File: config.mk
export PLATFORM = sky130hd
export DESIGN_NAME = pc_sequencer
export DESIGN_NICKNAME = d
export VERILOG_FILES = /design/src/rtl/pc_sequencer.sv
export SDC_FILE = /design/constraint.sdc
export NUM_CORES = 1
export LEC_CHECK = 0
export BUFFER_PORTS_ARGS = -buffer_cell sky130_fd_sc_hd__buf_2
export CAP_MARGIN = 20
export CORE_MARGIN = 2
export CORE_UTILIZATION = 42
export DETAILED_ROUTE_END_ITERATION = 8
export GPL_TIMING_DRIVEN = 1
export PLACE_DENSITY = 0.77
export SETUP_SLACK_MARGIN = 0.05
export SYNTH_ARGS = -nofsm -noshare
export SYNTH_HDL_FRONTEND = slang
export SYNTH_SLANG_ARGS = --single-unit
File: constraint.sdc
create_clock -name clk -period 1.9 [get_ports clk]
set_clock_uncertainty 0.1 [all_clocks]
set_input_delay 0.19 -clock clk [delete_from_list [all_inputs] [get_ports clk]]
set_output_delay 0.19 -clock clk [all_outputs]
set_load 0.03 [all_outputs]
File: src/rtl/pc_sequencer.sv
// pc_sequencer: program-counter owner and BOOT/FETCH/EXEC fetch sequencer.
// Optional macro PC_SEQ_MISALIGN_TRAP_EN: misaligned redirect targets trap to EXC_VECTOR.
`default_nettype none

module pc_sequencer #(
  parameter logic [31:0] RESET_VECTOR = 32'h0000_0000,
  parameter logic [31:0] EXC_VECTOR   = 32'h0000_0080
) (
  input  logic        clk,
  input  logic        rst,
  output logic        imem_req,
  output logic [31:0] imem_addr,
  input  logic        imem_ack,
  input  logic        stall,
  input  logic        branch_taken,
  input  logic [31:0] branch_target,
  input  logic        jump,
  input  logic [31:0] jump_target,
  input  logic        exc,
  output logic [31:0] pc,
  output logic [31:0] pc_plus4,
  output logic        instr_valid,
  output logic [31:0] epc
`ifdef PC_SEQ_MISALIGN_TRAP_EN
  ,
  output logic        misalign_trap
`endif
);

  typedef enum logic [1:0] {
    BOOT  = 2'd0,
    FETCH = 2'd1,
    EXEC  = 2'd2
  } state_t;

  state_t      state, state_next;
  logic [31:0] pc_next, epc_next;
  logic [31:0] jump_dest, branch_dest;
  logic        redirect_trap;

`ifdef PC_SEQ_MISALIGN_TRAP_EN
  logic trap_next;

  assign jump_dest     = jump_target;
  assign branch_dest   = branch_target;
  // Only the redirect that would actually win priority can raise the trap.
  assign redirect_trap = jump ? (jump_target[1:0] != 2'b00)
                              : (branch_taken && (branch_target[1:0] != 2'b00));
`else
  assign jump_dest     = jump_target & ~32'h3;
  assign branch_dest   = branch_target & ~32'h3;
  assign redirect_trap = 1'b0;
`endif

  assign imem_req    = (state == FETCH);
  assign instr_valid = (state == EXEC);
  assign imem_addr   = pc;
  assign pc_plus4    = pc + 32'd4;

  always_comb begin
    state_next = state;
    pc_next    = pc;
    epc_next   = epc;
`ifdef PC_SEQ_MISALIGN_TRAP_EN
    trap_next  = 1'b0;
`endif
    case (state)
      BOOT:  state_next = FETCH;
      FETCH: if (imem_ack) state_next = EXEC;
      EXEC: begin
        if (!stall) begin
          state_next = FETCH;
          if (exc || redirect_trap) begin
            epc_next = pc;
            pc_next  = EXC_VECTOR;
`ifdef PC_SEQ_MISALIGN_TRAP_EN
            trap_next = !exc;
`endif
          end else if (jump) begin
            pc_next = jump_dest;
          end else if (branch_taken) begin
            pc_next = branch_dest;
          end else begin
            pc_next = pc_plus4;
          end
        end
      end
      default: state_next = BOOT;
    endcase
  end

  always_ff @(posedge clk or negedge rst) begin
    if (!rst) begin
      state <= BOOT;
      pc    <= RESET_VECTOR;
      epc   <= 32'h0;
    end else begin
      state <= state_next;
      pc    <= pc_next;
      epc   <= epc_next;
    end
  end

`ifdef PC_SEQ_MISALIGN_TRAP_EN
  always_ff @(posedge clk or negedge rst) begin
    if (!rst) misalign_trap <= 1'b0;
    else      misalign_trap <= trap_next;
  end
`endif

endmodule

`default_nettype wire
# Word level (Yosys, flattened, before mapping)
# Index checks and enable logic that the tools add are counted.
# totals
regBits,66
output_inout_bits,130
word_cells,19
input_bits,71
# classes
n_eq_ne,4
reduce_logical,4
n_bitwise,1
n_addsub,1
n_mux,6
# op_table
cell,n
$mux 32,3
$add 32x3->32 const B,1
$pmux 2 s3,1
$mux 2,2
$reduce_and 2->1,2
$reduce_and 3->1,1
$eq 2x1->1 const B,1
$eq 2x2->1 const B,1
$logic_not 2->1,1
$ne 2x1->1 const B,1
$ne 2x2->1 const B,1
$not 1->1,1

# Depth between registers and ports, before layout
# logic_depth
word_depth,4
depth_mapped,6
depth_no_buf,6

# Worst setup path before layout
# No wires, ideal clock.
# synth_path
path_kind,flip-flop to flip-flop
from,"register pc[2], in the netlist imem_addr[2]"
to,"register pc[18], in the netlist imem_addr[18]"
setup_slack_ps,-582
stages_incl_launch_ff,7
synth_period_minus_slack_ps,2482
arrival_time_ps,2316
setup_ps,66
t_required_ps,1734
n_path_buf,0
cell_sequence,dfrtp_1 ha_1 nand3_1 nor2_2 nand3_1 xnor2_1 a31o_2
# synth_between
elab_chain_cells,4
# synth_rtl
element,line_no,text
from (decl),20,"output logic [31:0] pc,"
from (signal assigned),99,pc <= pc_next;
$add 32x3->32,58,assign pc_plus4 = pc + 32'd4;
via pc_plus4[18],21,"output logic [31:0] pc_plus4,"
$mux 32,81,end else if (branch_taken) begin
$mux 32,79,end else if (jump) begin
$mux 32,73,if (exc || redirect_trap) begin
# The timed path passes the listed nets, and every way through them passes these cells.
# A chain may end at the register's enable or synchronous reset.

# Worst setup path after layout
# layout_path
from,"register pc[7], in the netlist imem_addr[7]"
to,output port pc_plus4[30]
# layout_between
elab_chain_cells,1
# layout_rtl
element,line_no
$add 32x3->32,58
to (decl),21
# No other way between the ends.

==> results.ini <==
[yosys]
syn_avg_cell_area_um2=9.770
synth_area_um2=4035
synth_top_cells_by_count=dfrtp_1 (62), buf_4 (40), mux2_2 (30)
synth-seq-cells=62
synth_largest_area_cell=dfrtp_1
seq_area_frac_synth=0.3845
synth_cells=413
yosysWarnings=0
synth_ff_type=dfrtp_1
synth_top_cells_by_area=dfrtp_1 (38%), mux2_2 (8.4%), buf_4 (7.4%), xnor2_1 (4.1%), nor2_1 (2.2%)
synth_top_area_share=0.3845
synth-async-reset-ratio=1.000
synth_most_common_cell=dfrtp_1
synth_cell_types=67
synth_edf_count=0

[setup_path]
regToRegStartpoint=imem_addr[2]$_DFFE_PN0P_
r2r-end=imem_addr[26]$_DFFE_PN0P_
worstPathArrival_ps=2010
endpoint_kind=output pin
path_max_fanout=7
worstPathCellList=nand4_4 > nor4_2 > nand3_1 > buf_4 > xnor2_2 > buf_4
ff2ff_path_depth=11
slowest_stage=nor4_2
crit_path_start_kind=flip-flop
crit_required_ps=1610
cpMostUsedCell=buf_4
ff2ff_setup_slack_ps=-310
path_class=reg2out
max_stage_delay_ps=400

[power_and_ir_drop]
vdd_drop_max_mv=0.9781
p_leak_nw=3.370
power.density_nw_per_um2=1510

[place]
io_buffers=188
dp_cells=744
dpl.hpwl_um=10400
gp_congestion=0.8779

[clock_network]
cts-root-buf=clkbuf_8
cts_tree=built
clock-sinks=62
h-tree-depth=3
cts_inserted_buffers=9
clkLatencyLatePin_ps=350
cts_buffer_depth=2
clkTransAtPathRegs_ps=70

[floorplanning]
die_h_um=102.0
die_area_um2=10410
num_rows=35
start_util=0.4346
core_um2=9284
io_pins=201
die-width_um=102.0

[finish]
regArea_um2=1580
drive_gt1_frac=0.6583
nFillCells=623
finalNonFillerCells=805
multi_input_area_um2=2784
synthToLayoutAreaGrowth_pct=71.10
n_antenna_cell=0
nNetsFinal=743

[sta]
tns_ps=-6774
worst-slew-pin-transition_ps=758.9
fmax_mhz=435.2
hold_viol_final=0
finalCritPeriodShare=1.209
setup_viol=32
rsz0062_at_grt=true
min_period_ps=2298
maxSlewHeadroom=0.4930
final.setup.worst_slack_ps=-397.7
drv_slew=0

[status]
status=complete, but fails checks
violations=negative setup slack

[grt]
grt_pass1_vias=4432
grt.total_usage=0.2834
grt_pass1_wl_um=22690
antenna_found_initial=0
grt_max_degree=40
overflow=0

[drt]
first_pass_iters=5
drt.antenna.violating_nets=0
vias_per_cell=5.764
dr_total_vias=4640
drc=0
routedWlPerCell_um=19.73
routed_wl_um=15880
initialDrtViolationCount=324

[job]
max_cap_violations=0

[hold_path]
holdPathStages=3
hold_path.class=in2reg
hold_start=imem_ack
holdPathEnd=state[1]$_DFFE_PN0P_

## how the worst max path moves through the flow
stage / from / to / slack (ps) / cells after the start
after floorplan: imem_addr[10]$_DFFE_PN0P_ / imem_addr[22]$_DFFE_PN0P_ / -170 / 6
after global placement: imem_addr[2]$_DFFE_PN0P_ / pc_plus4[22] / 20 / 6
after detailed placement: imem_addr[15]$_DFFE_PN0P_ / pc_plus4[31] / -20 / 6
after CTS: imem_addr[18]$_DFFE_PN0P_ / pc_plus4[31] / -340 / 6
after global routing: imem_addr[7]$_DFFE_PN0P_ / pc_plus4[30] / -490 / 6
final: imem_addr[7]$_DFFE_PN0P_ / pc_plus4[30] / -400 / 6
## registers in the layout, indices dropped and copies added, names as in the netlist
register	cells
epc	30
imem_addr	30
state	2
## metal layers
layer,global-route usage,wire (um)
met4,0.1138,684
met2,0.4671,7583
met5,0,0
met1,0.3621,6282
met3,0.06498,1331
## cell type report
type                       instances  share of cell area
clock buffer                      10             0.01848
clock inverter                     6             0.01250
inverter                           5            0.002718
multi-input combinational        291              0.4032
sequential                        62              0.2289
tap                              129             0.02338
timing repair buffer             302              0.3108
## critical path, delay by kind of cell (launching register included)
| kind | cells | cell delay, ps |
|---|---|---|
| xor+xnor | 1 | 120 |
| buf+inv | 2 | 350 |
| simple gates | 3 | 810 |
| flops | 1 | 380 |
## through the flow
| stage | cell area, um2 | hold WS [ps] | power, W | util | setup WS [ps] |
|---|---|---|---|---|---|
| 2_1_floorplan | 4431 | -205.6 | 0.006734 | - | -165.4 |
| 4_1_cts | 6499 | 10.40 | 0.01006 | 0.7000 | -344.6 |
| 3_3_place_gp | 5690 | 107.6 | 0.008190 | 0.6129 | 17.02 |
| 3_5_place_dp | 5690 | 125.9 | 0.008298 | 0.6129 | -22.81 |
| 6_report | 6904 | 14.82 | 0.01043 | 0.7437 | -397.7 |
| 5_1_grt | 6904 | 4.741 | 0.01089 | 0.7437 | -489.8 |
## repair_timing
action,4_1_cts,5_1_grt
pin swaps,34,37
endpoints found under the setup margin,38,43
gates resized for setup,97,48
hold buffers,2,0
hold endpoints to repair,39,0
buffers inserted,23,24
## where the power goes
group          switching, W  leakage (nW)  internal, W
Sequential         0.000466         0.758      0.00190
Clock              0.000572         0.106     0.000737
Combinational       0.00418          2.51      0.00258
## placed cells by master, fill, tap and decap left out, drive strengths merged, types with 3 or more instances in the layout
| cell | Yosys | layout |
|---|---|---|
| a21oi | 13 | 13 |
| xnor2 | 19 | 19 |
| a221o | 9 | 9 |
| clkbuf | 12 | 10 |
| nor2b | 4 | 4 |
| o22ai | 10 | 10 |
| o211ai | 3 | 3 |
| or4 | 3 | 3 |
| a22oi | 8 | 8 |
| mux2 | 30 | 30 |
| nor2 | 26 | 26 |
| o22a | 3 | 3 |
| nor3 | 6 | 6 |
| inv | 4 | 4 |
| nor4 | 8 | 8 |
| a22o | 3 | 3 |
| xor2 | 9 | 9 |
| a221oi | 4 | 4 |
| clkinv | 1 | 4 |
| nand4 | 15 | 15 |
| o21ai | 16 | 16 |
| nand2 | 25 | 25 |
| conb | 1 | 8 |
| nand3 | 15 | 15 |
| buf | 50 | 300 |
| dfrtp | 62 | 62 |
| o221ai | 4 | 4 |
| a31o | 6 | 6 |
| and3 | 15 | 15 |
## kinds of logic (layout without fill, tap and decap cells)
group,after synthesis,in the layout,synth area share
mux,32,32,0.08868
fa+ha+maj,1,1,0.003100
simple gates,130,130,0.1938
other cells,1,8,0.0009293
xor+xnor,28,28,0.06078
compound gates,92,92,0.1647
buf+inv,67,323,0.1036
flops,62,62,0.3845
(Power assumes the default switching activity.)
